<file path="config.mk">
export PLATFORM = sky130hd
export DESIGN_NAME = ixc_readback_48
export DESIGN_NICKNAME = d
export VERILOG_FILES = /design/src/rtl/ixc_readback_48.sv
export SDC_FILE = /design/constraint.sdc
export NUM_CORES = 1
export LEC_CHECK = 0
export ABC_AREA = 1
export BUFFER_PORTS_ARGS = -buffer_cell sky130_fd_sc_hd__buf_2
export CORE_MARGIN = 10
export CORE_UTILIZATION = 40
export CTS_BUF_LIST = sky130_fd_sc_hd__clkbuf_4
export DETAILED_ROUTE_END_ITERATION = 10
export GPL_TIMING_DRIVEN = 0
export PLACE_DENSITY = 0.7
export SLEW_MARGIN = 20
export SYNTH_ARGS = -nofsm -noshare
export SYNTH_HDL_FRONTEND = slang
export SYNTH_SLANG_ARGS = --single-unit
</file>
<file path="constraint.sdc">
create_clock -name clk -period 2.4 [get_ports clk]
set_input_delay 0.12 -clock clk [delete_from_list [all_inputs] [get_ports clk]]
set_output_delay 0.12 -clock clk [all_outputs]
set_load 0.02 [all_outputs]
</file>
<file path="src/rtl/ixc_readback_48.sv">
// Snapshot a WIDTH-bit design bus on request and stream it out LSB-first as CHUNK-bit beats.
// Optional trailing XOR checksum beat when IXC_READBACK_CKSUM_EN is defined.
module ixc_readback_48 #(
  parameter int WIDTH = 48,
  parameter int CHUNK = 8
) (
  input  logic             clk,
  input  logic             rst_n,
  input  logic             req,
  input  logic [WIDTH-1:0] R,
  output logic             out_valid,
  input  logic             out_ready,
  output logic [CHUNK-1:0] out_data,
  output logic             out_last,
  output logic             busy,
  output logic             req_drop
);

  localparam int BEATS = WIDTH / CHUNK;
`ifdef IXC_READBACK_CKSUM_EN
  localparam int FRAME = BEATS + 1;
`else
  localparam int FRAME = BEATS;
`endif
  localparam int KW = (FRAME > 1) ? $clog2(FRAME) : 1;
  localparam logic [KW-1:0] K_LAST = KW'(FRAME - 1);

  generate
    if ((WIDTH % CHUNK) != 0) begin : g_width_check
      $error("ixc_readback_48: WIDTH must be a multiple of CHUNK");
    end
  endgenerate

  typedef enum logic [0:0] {
    IDLE = 1'b0,
    SEND = 1'b1
  } state_t;

`ifdef IXC_READBACK_CKSUM_EN
  function automatic logic [CHUNK-1:0] xor_fold(input logic [WIDTH-1:0] s);
    logic [CHUNK-1:0] acc;
    acc = {CHUNK{1'b0}};
    for (int i = 0; i < BEATS; i++) begin
      acc = acc ^ s[i*CHUNK +: CHUNK];
    end
    return acc;
  endfunction
`endif

  // Beat k of the frame: data chunk k, or the checksum for the trailing beat.
  function automatic logic [CHUNK-1:0] chunk_at(input logic [WIDTH-1:0] s, input logic [KW-1:0] k);
    logic [CHUNK-1:0] c;
    c = {CHUNK{1'b0}};
    for (int i = 0; i < BEATS; i++) begin
      c = (k == KW'(i)) ? s[i*CHUNK +: CHUNK] : c;
    end
`ifdef IXC_READBACK_CKSUM_EN
    c = (k == KW'(BEATS)) ? xor_fold(s) : c;
`endif
    return c;
  endfunction

  state_t           state_r, state_s;
  logic [KW-1:0]    beat_r, beat_s;
  logic [WIDTH-1:0] snap_r, snap_s;
  logic             valid_r, valid_s;
  logic [CHUNK-1:0] data_r, data_s;
  logic             last_r, last_s;
  logic             busy_r, busy_s;
  logic             drop_r, drop_s;
  logic             hs_s;
  logic [KW-1:0]    beat_inc_s;

  assign hs_s       = valid_r & out_ready;
  assign beat_inc_s = beat_r + KW'(1);

  // Next-state and next-output logic; all outputs are registered copies of these.
  always_comb begin
    state_s = state_r;
    beat_s  = beat_r;
    snap_s  = snap_r;
    valid_s = valid_r;
    data_s  = data_r;
    last_s  = last_r;
    busy_s  = busy_r;
    drop_s  = 1'b0;
    case (state_r)
      IDLE: begin
        if (req) begin
          state_s = SEND;
          snap_s  = R;
          beat_s  = {KW{1'b0}};
          valid_s = 1'b1;
          busy_s  = 1'b1;
          data_s  = R[CHUNK-1:0];
          last_s  = (K_LAST == {KW{1'b0}});
        end else begin
          state_s = IDLE;
        end
      end
      SEND: begin
        // Requests during a frame, including its final handshake cycle, are dropped.
        drop_s = req;
        if (hs_s) begin
          if (beat_r == K_LAST) begin
            state_s = IDLE;
            beat_s  = {KW{1'b0}};
            valid_s = 1'b0;
            busy_s  = 1'b0;
            data_s  = {CHUNK{1'b0}};
            last_s  = 1'b0;
          end else begin
            beat_s  = beat_inc_s;
            data_s  = chunk_at(snap_r, beat_inc_s);
            last_s  = (beat_inc_s == K_LAST);
          end
        end else begin
          state_s = SEND;
        end
      end
      default: begin
        state_s = IDLE;
        beat_s  = {KW{1'b0}};
        snap_s  = {WIDTH{1'b0}};
        valid_s = 1'b0;
        data_s  = {CHUNK{1'b0}};
        last_s  = 1'b0;
        busy_s  = 1'b0;
      end
    endcase
  end

  // State and output registers; reset abandons any frame in progress.
  always_ff @(posedge clk or negedge rst_n) begin
    if (!rst_n) begin
      state_r <= IDLE;
      beat_r  <= {KW{1'b0}};
      snap_r  <= {WIDTH{1'b0}};
      valid_r <= 1'b0;
      data_r  <= {CHUNK{1'b0}};
      last_r  <= 1'b0;
      busy_r  <= 1'b0;
      drop_r  <= 1'b0;
    end else begin
      state_r <= state_s;
      beat_r  <= beat_s;
      snap_r  <= snap_s;
      valid_r <= valid_s;
      data_r  <= data_s;
      last_r  <= last_s;
      busy_r  <= busy_s;
      drop_r  <= drop_s;
    end
  end

  assign out_valid = valid_r;
  assign out_data  = data_r;
  assign out_last  = last_r;
  assign busy      = busy_r;
  assign req_drop  = drop_r;

endmodule

</file>
# --- Yosys cells after proc, flatten, opt, wreduce, memory -nomap -nowiden ---
# Cells that the tools add are included.
# W data, S select, Z words.
word_totals:
  memories: 0
  latchBits: 0
  register_bits: 63
  out_inout_bits: 12
  ramBits: 0
  mem_bits_ro: 0
classes:
  n_mux: 27
  reduce_logical: 4
  eq_ne: 9
  bitwise: 2
  n_mul: 0
  n_lt_le_gt_ge: 0
  n_shift: 0
  add_sub_neg: 1
  div_mod_pow: 0
op_table:
  columns: ["cell", "n"]
  rows:
  - ["$mux W8", 9]
  - ["$pmux W8 S2", 1]
  - ["$mux W1", 10]
  - ["$eq A3 B3 Y1 const B", 3]
  - ["$mux W3", 3]
  - ["$eq A3 B2 Y1 const B", 2]
  - ["$pmux W1 S2", 3]
  - ["$pmux W3 S2", 1]
  - ["$ne A2 B1 Y1 const B", 2]
  - ["$reduce_and A2 Y1", 2]
  - ["$add A3 B1 Y3 const B", 1]
  - ["$eq A3 B1 Y1 const B", 1]
  - ["$logic_not A3 Y1", 1]
  - ["$reduce_and A3 Y1", 1]
  - ["$ne A2 B2 Y1 const B", 1]
  - ["$and A1 B1 Y1", 1]
  - ["$not A1 Y1", 1]

# --- Depth between registers and ports, before layout ---
# Gate-level depths: netlist of the first run.
logic_depth:
  ltp_word: 11
  depth_mapped: 9
  ltp_nobuf: 9

# --- Worst setup path after synthesis of the first run ---
# OpenSTA, ideal clock, no wires.
synth_timing:
  path_type: "register -> register"
  start: "register beat_r[1]"
  end: "register data_r[6], in the netlist out_data[6]"
  required_time_ns: 2.323
  stages_incl_launch_ff: 9
  slack_ns: 1.116
  n_path_buf: 1
  arrival_ns: 1.207
  cell_sequence: "dfrtp_1 > nor2_4 > nand2_2 > buf_4 > nand2_1 > inv_2 > nand3_1 > nand2_1 > a21oi_1"
synth_between:
  elab_chain_cells: 11
synth_lines:
  columns: ["item", "line_no", "rtl"]
  rows:
  - ["from (decl)", "64", "logic [KW-1:0] beat_r, beat_s;"]
  - ["from (signal assigned)", "137", "beat_r <= {KW{1'b0}};"]
  - ["from (signal assigned)", "146", "beat_r <= beat_s;"]
  - ["$add A3 B1 Y3", "75", "assign beat_inc_s = beat_r + KW'(1);"]
  - ["$logic_not A3 Y1", "55", "c = (k == KW'(i)) ? s[i*CHUNK +: CHUNK] : c;"]
  - ["$mux W8 (6 in a row)", "55", null]
  - ["$mux W8 (*)", "105", "if (beat_r == K_LAST) begin"]
  - ["$mux W8 (*)", "104", "if (hs_s) begin"]
  - ["$pmux W8 S2 (*)", "87", "case (state_r)"]
  - ["to (signal assigned)", "140", "data_r <= {CHUNK{1'b0}};"]
  - ["to (signal assigned)", "149", "data_r <= data_s;"]
  - ["to (decl)", "67", "logic [CHUNK-1:0] data_r, data_s;"]
# Every way passes the cells marked *; elsewhere a longest branch is shown, timed or not. The select of a mux whose other input is x is not followed.
# A chain may end at the register's enable or synchronous reset.

# --- Worst setup path in the final report of the first run ---
layout_timing:
  start: "register state_r"
  end: "register data_r[6], in the netlist out_data[6]"
layout_between:
  elab_chain_cells: 3
layout_lines:
  columns: ["item", "line_no", "rtl"]
  rows:
  - ["from (decl)", "63", "state_t state_r, state_s;"]
  - ["from (signal assigned)", "145", "state_r <= state_s;"]
  - ["$not A1 Y1 (no source line)", null, null]
  - ["$ne A2 B2 Y1 (no source line)", null, null]
  - ["$reduce_and A2 Y1 (no source line)", null, null]
# Several ways; a longest one is shown, not always the timed one.

==> flow_metrics.py, run 1 <==
metrics = {
    "worst_setup_path": {
        "cp_slowest_cell": "dfrtp_1",
        "slowest_delay_ns": 0.42,
        "cpMostUsedCell": "inv_1",
        "required_ns": 2.69,
        "path_cells": "inv_1 -> nand2_1 -> inv_1 -> nor2_2 -> inv_1 -> nor2_1 -> a21oi_1",
        "crit_path_start_kind": "register",
        "crit_type": "reg2reg",
        "end_kind": "register",
        "cp.arrival_ns": 1.87,
        "path_max_fanout": 8,
    },
    "clocking": {
        "clockRootBuffer": "clkbuf_4",
        "clkTransAtPathRegs_ns": 0.10,
        "cts_made_buffers": 9,
        "clkLatencyLatePin_ns": 0.40,
        "clkSinkCount": 63,
        "cts-resized-gates": 0,
        "htree_levels": 3,
        "cts_tree": "done",
        "cts_max_path_buffers": 2,
    },
    "detailed_routing": {
        "viasPerCell": 4.667,
        "route.met3.wl_um": 501,
        "vias": 2870,
        "met2WireLength_um": 4116,
        "drt-met1-wl_um": 3749,
        "finalWirelength_um": 8448,
        "routedWlPerCell_um": 13.74,
        "drt_pre_antenna_iters": 5,
        "drt_iter0_markers": 156,
        "highest_layer": "met4",
        "ant_nets": 0,
        "drc": 0,
    },
    "cells_and_area": {
        "syn_to_final_growth_pct": 36.04,
        "n_antenna_cell": 0,
        "drive_gt1_share_pct": 18.60,
        "layout.cells.non_filler": 615,
        "nNetsFinal": 564,
    },
    "global_route": {
        "grt_pass1_vias": 3011,
        "antenna_found_initial": 0,
        "grt_pass1_wl_um": 14190,
        "gr-total-overflow": 0,
        "grt.total_usage_pct": 15.62,
        "grt_max_degree": 64,
    },
    "sta": {
        "worstMarginPinSlew_ns": 0.7855,
        "hold_violations": 0,
        "fin_setup_tns_ns": 0,
        "finalMaxSlewViolations": 0,
        "skew_ns": 0.01173,
        "slew_headroom_pct": 47.63,
        "min_period_over_period_pct": 65.58,
        "rsz0062_at_grt": "false",
        "setup_viol": 0,
        "setup_ws_ns": 0.8260,
        "holdWs_ns": 0.07161,
        "fmax_mhz": 635.3,
        "fin_crit_ns": 1.574,
    },
    "logic_synthesis": {
        "synth_fp_nets": 440,
        "postSynthAreaPerCell_um2": 7.597,
        "synth_area_um2": 2948,
        "yosys_warnings": 0,
        "syn_inst": 388,
        "seq_area_frac_synth_pct": 53.48,
        "synthDistinctLibCells": 18,
        "synth_seq_cells": 63,
    },
    "placement": {
        "dp_cells": 550,
        "pre_cts_ws_ns": 0.8251,
        "dp.final_hpwl_um": 5943,
        "gp_congestion": 0.8840,
        "numPortBuffers": 63,
    },
    "die": {
        "core_area_um2": 7214,
        "pin_count": 64,
        "die_w_um": 105.8,
        "num_rows": 31,
        "fp.dieH_um": 105.8,
        "die_area_um2": 11200,
        "start_util_pct": 40.86,
    },
    "power_and_ir_drop": {
        "ir_worst_vdd_mv": 0.3004,
        "combPwrFrac_pct": 7.0,
        "p_int_mw": 1.445,
        "p_sw_mw": 0.4118,
        "clkPwrFrac_pct": 35.8,
        "p_seq_share_pct": 57.2,
        "cellLeakagePower_nw": 2.216,
        "power_density_nw_per_um2": 462.9,
        "switching_share_pct": 22.18,
        "total_power_mw": 1.856,
    },
    "run": {
        "max_cap_violations": 0,
    },
    "hold_path": {
        "hp-class": "in2reg",
    },
    "status": {
        "status": "finished, final reports clean",
    },
}
==> state kept, by name (all words and copies together), names as in the netlist <==
| signal | flops |
|---|---|
| out_last | 1 |
| snap_r | 48 |
| state_r | 1 |
| out_data | 8 |
| beat_r | 3 |
| req_drop | 1 |
| busy | 1 |
==> timing repair <==
action / 4_1_cts / 5_1_grt
buffers inserted: 0 / 0
hold buffers: 50 / 0
endpoints found under the hold margin: 112 / 0
endpoints found under the setup margin: 0 / 0
==> final timing paths <==
kind	start	to	slack, ns	cells past startpoint
setup / recovery	state_r$_DFF_PN0_	out_data[6]$_DFFE_PN0P_	0.83	7
max in group asynchronous	rst_n	snap_r[41]$_DFFE_PN0P_	1.54	2
hold / removal	out_ready	state_r$_DFF_PN0_	0.07	4
min in group asynchronous	rst_n	out_data[3]$_DFFE_PN0P_	0.33	2
setup reg to reg	state_r$_DFF_PN0_	out_data[6]$_DFFE_PN0P_	0.83	7
hold reg to reg	snap_r[15]$_DFFE_PN0P_	snap_r[15]$_DFFE_PN0P_	0.49	2
==> synthesized netlist by cell type <==
master	number	share of area [%]
buf_4	4	1.0
nor2_2	3	0.64
inv_2	3	0.38
nor2_4	2	0.76
a21oi_1	10	1.7
nor2_1	23	2.9
nand2_1	186	24
nand4_1	8	1.7
inv_1	24	3.1
o211ai_1	1	0.25
clkbuf_1	6	0.76
o21ai_0	22	3.7
a31oi_1	1	0.21
buf_2	6	1.0
nand2_2	1	0.21
nand2_4	1	0.38
dfrtp_1	63	53
nand3_1	24	4.1
==> cell type report <==
cell class / count / area (um^2)
Buffer: 16 / 82.58
Multi-Input combinational cell: 282 / 1187
Fill cell: 718 / 3204
Inverter: 27 / 101.3
Clock buffer: 9 / 67.56
Timing Repair Buffer: 113 / 818.3
Clock inverter: 6 / 52.55
Sequential cell: 63 / 1577
Tap cell: 99 / 123.9
==> cell families after synthesis <==
family	after synthesis	synth area share, %
simple gates	248	34.38
compound gates	34	5.900
buf+inv	43	6.240
flops	63	53.48
==> power by group through the flow <==
stage,sequential (mW),combinational [mW],clock (mW)
CTS,1.06,0.130,0.684
detailed placement,1.08,0.0680,0
global route,1.06,0.145,0.733
floorplan,1.08,0.000633,0
global placement,1.08,0.0666,0
finish,1.06,0.130,0.665
==> through the flow <==
stage               area, um^2  utilization (%)
finish                    4010            55.58
global route              4010            55.58
CTS                       4010            55.58
detailed placement        3390            46.98
global placement          3387            46.95
floorplan                 2948                -
==> layer usage <==
metal | up-vias | global-route usage, %
met5 | - | 0
met4 | 0 | 5.706
met3 | 8 | 4.446
met2 | 79 | 25.18
met1 | 1323 | 19.47
li1 | 1460 | -
==> layout by cell type (no fill, tap or decap) <==
cell | synthesis | routed
a21oi_1 | 10 | 10
nand2_4 | 1 | 1
inv_1 | 24 | 24
o211ai_1 | 1 | 1
nor2_4 | 2 | 2
o21ai_0 | 22 | 22
nor2_2 | 3 | 3
inv_2 | 3 | 3
buf_2 | 6 | 68
clkinv_2 | 0 | 3
a31oi_1 | 1 | 1
clkinv_1 | 0 | 2
nand2_1 | 186 | 186
nand4_1 | 8 | 8
dfrtp_1 | 63 | 63
buf_4 | 4 | 5
clkbuf_4 | 0 | 9
nand2_2 | 1 | 1
nand3_1 | 24 | 24
nor2_1 | 23 | 23
clkbuf_1 | 6 | 6
dlygate4sd3_1 | 0 | 50
bufinv_16 | 0 | 1
==> critical path, delay by kind of cell (launching register included) <==
| family | cells | cell delay, ns |
|---|---|---|
| simple gates | 3 | 0.56 |
| buf+inv | 3 | 0.44 |
| flops | 1 | 0.42 |
| compound gates | 1 | 0.05 |
Power figures use the tool's default switching activity.
==> run 2, diff against run 1 <==
Clock period 2.4 ns to 1.6 ns, I/O delays scaled along.
==> flow_metrics.py, run 2 (synthesized netlist as in run 1, its figures left out) <==
metrics = {
    "global_route": {
        "grt_pass1_wl_um": 14190,
        "antenna_found_initial": 0,
        "grt.total_usage_pct": 15.62,
        "grt_pass1_vias": 3011,
        "gr-total-overflow": 0,
        "grt_max_degree": 64,
    },
    "cells_and_area": {
        "syn_to_final_growth_pct": 37.10,
        "post-route-util_pct": 56.02,
        "largest_reg_flops": 48,
        "layout.cells.non_filler": 616,
        "mostFrequentLayoutCells": "nand2_1, buf_2, dfrtp_1, dlygate4sd3_1, nand3_1",
        "top_register": "snap_r",
        "nNetsFinal": 565,
        "filler_cell_count": 716,
        "final_common_cell": "nand2_1",
        "drive_gt1_share_pct": 19.73,
        "n_antenna_cell": 0,
    },
    "sta": {
        "rsz0062_at_grt": "false",
        "fin_setup_tns_ns": 0,
        "slew_headroom_pct": 47.76,
        "skew_ns": 0.01264,
        "finalMaxSlewViolations": 0,
        "worstMarginPinSlew_ns": 0.7836,
        "min_period_over_period_pct": 94.91,
        "setup_viol": 0,
        "fin_crit_ns": 1.519,
        "fmax_mhz": 658.5,
        "hold_violations": 0,
    },
    "die": {
        "core_area_um2": 7214,
        "num_rows": 31,
        "die_area_um2": 11200,
        "die_w_um": 105.8,
        "start_util_pct": 40.86,
        "fp.dieH_um": 105.8,
        "pin_count": 64,
    },
    "clocking": {
        "clkLatencyLatePin_ns": 0.42,
        "clockRootBuffer": "clkbuf_4",
        "cts_made_buffers": 9,
        "clkTransAtPathRegs_ns": 0.11,
        "cts_max_path_buffers": 2,
        "clkSinkCount": 63,
        "cts_tree": "done",
        "htree_levels": 3,
    },
    "worst_setup_path": {
        "required_ns": 1.95,
        "cp.arrival_ns": 1.87,
        "end_kind": "register",
        "crit_type": "reg2reg",
        "path_max_fanout": 10,
        "crit_path_start_kind": "register",
    },
    "detailed_routing": {
        "ant_nets": 0,
        "drt_iter0_markers": 143,
        "vias": 2907,
        "viasPerCell": 4.719,
        "routedWlPerCell_um": 13.80,
        "drt_pre_antenna_iters": 4,
        "drc": 0,
        "finalWirelength_um": 8503,
    },
    "power_and_ir_drop": {
        "power_density_nw_per_um2": 692.5,
        "cellLeakagePower_nw": 2.221,
        "total_power_mw": 2.799,
        "ir_worst_vdd_mv": 0.4483,
    },
    "placement": {
        "numPortBuffers": 63,
        "dp_cells": 550,
        "gp_congestion": 0.8840,
        "dp.final_hpwl_um": 5943,
    },
    "status": {
        "status": "finished, final reports clean",
    },
    "hold_path": {
        "hp-class": "in2reg",
    },
    "run": {
        "max_cap_violations": 0,
    },
}
run 2: cell count changes in the layout (fill, tap and decap cells not counted), moves of 2 or more:
cell,change
clkbuf_1,-2
clkbuf_4,+3
clkbuf_2,+2
nor2_2,-2
nor2_4,+2
buf_2,-3
run 2: path summary, 6_finish.rpt:
kind / startpoint / end / slack [ns] / depth (start not counted)
setup / recovery: beat_r[1]$_DFFE_PN0P_ / out_data[5]$_DFFE_PN0P_ / 0.08 / 8
hold / removal: out_ready / state_r$_DFF_PN0_ / 0.03 / 4
setup reg to reg: beat_r[1]$_DFFE_PN0P_ / out_data[5]$_DFFE_PN0P_ / 0.08 / 8
hold reg to reg: snap_r[15]$_DFFE_PN0P_ / snap_r[15]$_DFFE_PN0P_ / 0.49 / 2
max in group asynchronous: rst_n / beat_r[1]$_DFFE_PN0P_ / 0.75 / 2
min in group asynchronous: rst_n / out_data[3]$_DFFE_PN0P_ / 0.27 / 2
run 2: cell type report:
type                    count  area [um^2]  share of cell area, %
plain buffers              16        92.59                  2.291
clock inverters             6        52.55                  1.300
multi-input cells         282         1200                  29.69
repair buffers            114        825.8                  20.43
well taps                  99        123.9                  3.065
inverters                  27        101.3                  2.508
flip-flops and latches     63         1578                  39.04
clock buffers               9        67.56                  1.672
run 2: timing repair:
action	CTS	global route
hold buffers	50	0
setup buffers	0	1
endpoints found under the hold margin	114	0
gates resized for setup	0	12
setup endpoints to repair	0	39
run 2: per-layer routing:
layer	share of wire, %	track usage [%]	routed length [um]	vias up
li1	-	-	-	1465
met1	44	19.47	3746	1341
met2	48	25.18	4064	87
met3	6.5	4.446	549	14
met4	1.7	5.706	143	0
met5	0	0	0	-
run 2: where the power goes:
group          internal, mW  switching, mW
Clock                 0.450          0.561
Combinational         0.125         0.0706
Sequential             1.59       0.000255
Total                  2.17          0.632
run 2: critical path, stage by stage, from the launching register on:
cell and delay [ns]:
dfrtp_2 0.47, nor2_4 0.24, nand2_2 0.16, buf_4 0.21, nand2_1 0.07, inv_1 0.04, nand3_1 0.10, nand2_1 0.06
a21oi_1 0.11
run 2: per-stage QoR:
step | area (um^2) | hold WS (ns) | setup slack, ns
after floorplan | 2948 | -0.2156 | 0.3156
after global placement | 3387 | 0.2729 | 0.05050
after detailed placement | 3390 | 0.2137 | 0.02506
after CTS | 4010 | 0.001068 | 0.00002420
after global routing | 4041 | 0.04534 | 0.0007978
final | 4041 | 0.02695 | 0.08144
==> run 3, diff against run 2 <==
--- a/config.mk
+++ b/config.mk
@@ -12,2 +12,3 @@
 export CTS_BUF_LIST = sky130_fd_sc_hd__clkbuf_4
+export CTS_CLUSTER_SIZE = 30
 export DETAILED_ROUTE_END_ITERATION = 10
==> constraint.sdc (replaced) <==
create_clock -name clk -period 1.8 [get_ports clk]
set_input_delay 0.18 -clock clk [delete_from_list [all_inputs] [get_ports clk]]
set_output_delay 0.18 -clock clk [all_outputs]
set_load 0.02 [all_outputs]
==> flow_metrics.py, run 3 (synthesized netlist as in run 1, its figures left out) <==
metrics = {
    "cells_and_area": {
        "syn_to_final_growth_pct": 35.70,
        "final_common_cell": "nand2_1",
        "multiInputGateArea_um2": 1187,
        "drive_gt1_share_pct": 18.64,
        "top_register": "snap_r",
        "post-route-util_pct": 55.45,
        "nNetsFinal": 563,
        "stdcell_area_um2": 4000,
        "mostFrequentLayoutCells": "nand2_1, buf_2, dfrtp_1, dlygate4sd3_1",
        "regArea_um2": 1577,
        "largest_reg_flops": 48,
        "n_antenna_cell": 0,
        "filler_cell_count": 719,
    },
    "clocking": {
        "cts-resized-gates": 0,
        "cts_tree": "done",
        "clkTransAtPathRegs_ns": 0.10,
        "cts_made_buffers": 9,
        "htree_levels": 3,
        "post-cts-setup-buffers": 0,
        "cts_hold_buf": 49,
        "clkLatencyLatePin_ns": 0.41,
        "clkSinkCount": 63,
        "clockRootBuffer": "clkbuf_4",
        "cts_max_path_buffers": 2,
    },
    "sta": {
        "slew_headroom_pct": 47.61,
        "skew_ns": 0.01153,
        "rsz0062_at_grt": "false",
        "fin_setup_tns_ns": 0,
        "worstMarginPinSlew_ns": 0.7858,
        "fin_crit_ns": 1.590,
        "finalMaxSlewViolations": 0,
        "fmax_mhz": 629.1,
        "min_period_over_period_pct": 88.31,
        "hold_violations": 0,
        "setup_viol": 0,
    },
    "global_route": {
        "grt_pass1_vias": 3005,
        "gr-total-overflow": 0,
        "grt.total_usage_pct": 15.58,
        "grt_pass1_wl_um": 14160,
        "grt_max_degree": 64,
        "antenna_found_initial": 0,
    },
    "power_and_ir_drop": {
        "power_density_nw_per_um2": 618.9,
        "total_power_mw": 2.476,
        "ir_worst_vdd_mv": 0.3924,
        "cellLeakagePower_nw": 2.212,
    },
    "detailed_routing": {
        "viasPerCell": 4.664,
        "vias": 2864,
        "drt_iter0_markers": 134,
        "routedWlPerCell_um": 13.76,
        "finalWirelength_um": 8450,
        "drt_pre_antenna_iters": 4,
        "drc": 0,
        "ant_nets": 0,
    },
    "die": {
        "die_area_um2": 11200,
        "die_w_um": 105.8,
        "start_util_pct": 40.86,
        "pin_count": 64,
        "fp.dieH_um": 105.8,
        "core_area_um2": 7214,
        "num_rows": 31,
    },
    "worst_setup_path": {
        "crit_path_start_kind": "register",
        "end_kind": "register",
        "path_max_fanout": 8,
        "cp.arrival_ns": 1.89,
        "r2r_start": "state_r$_DFF_PN0_",
        "crit_type": "reg2reg",
        "critical_path.startpoint": "state_r$_DFF_PN0_",
        "required_ns": 2.10,
    },
    "placement": {
        "dpl-instance-area_um2": 3390,
        "numPortBuffers": 63,
        "dp.final_hpwl_um": 5943,
        "gp_congestion": 0.8840,
    },
    "status": {
        "status": "finished, final reports clean",
    },
    "run": {
        "max_cap_violations": 0,
    },
    "hold_path": {
        "hp-class": "in2reg",
        "min_from": "R[7]",
    },
}
## run 3: worst paths after layout
| kind | end | slack (ns) | cells after the start |
|---|---|---|---|
| worst max-delay path | out_data[6]$_DFFE_PN0P_ | 0.21 | 7 |
| worst min-delay path | snap_r[7]$_DFFE_PN0P_ | 0.02 | 3 |
| worst max register to register | out_data[6]$_DFFE_PN0P_ | 0.21 | 7 |
| worst min register to register | snap_r[15]$_DFFE_PN0P_ | 0.49 | 2 |
| max in group asynchronous | snap_r[41]$_DFFE_PN0P_ | 0.89 | 2 |
| min in group asynchronous | out_data[3]$_DFFE_PN0P_ | 0.38 | 2 |
## run 3: cell type report
type                            instances  share of cell area (%)
Buffer                                 16                   2.064
Inverter                               27                   2.534
Clock inverter                          6                   1.314
Tap cell                               99                   3.097
Timing Repair Buffer                  112                   20.21
Multi-Input combinational cell        282                   29.68
Clock buffer                            9                   1.689
Sequential cell                        63                   39.41
## run 3: power breakdown
group | internal (mW) | leakage (nW) | switching (mW)
sequential | 1.42 | 0.821 | 0.000226
combinational | 0.109 | 1.32 | 0.0626
clock | 0.400 | 0.0704 | 0.488
## run 3: worst max-delay path: stages, from the launching register on
cell,delay [ns]
dfrtp_1,0.43
inv_1,0.11
nand2_1,0.12
inv_1,0.10
nor2_2,0.29
inv_1,0.23
nor2_1,0.15
a21oi_1,0.05
## run 3: metal layers
| metal | routed length (um) | track usage [%] |
|---|---|---|
| met4 | 108 | 5.706 |
| met3 | 513 | 4.446 |
| met2 | 4086 | 25.09 |
| met1 | 3742 | 19.43 |
| met5 | 0 | 0 |
## run 3: metrics by stage
step,cells,setup WS (ns),hold WS (ns)
6_report,614,0.2104,0.02125
5_1_grt,614,0.08924,0.02774
4_1_cts,614,0.2000,0.003326
3_5_place_dp,550,0.2251,0.3137
3_3_place_gp,550,0.2505,0.3729
2_1_floorplan,388,0.5156,-0.1156
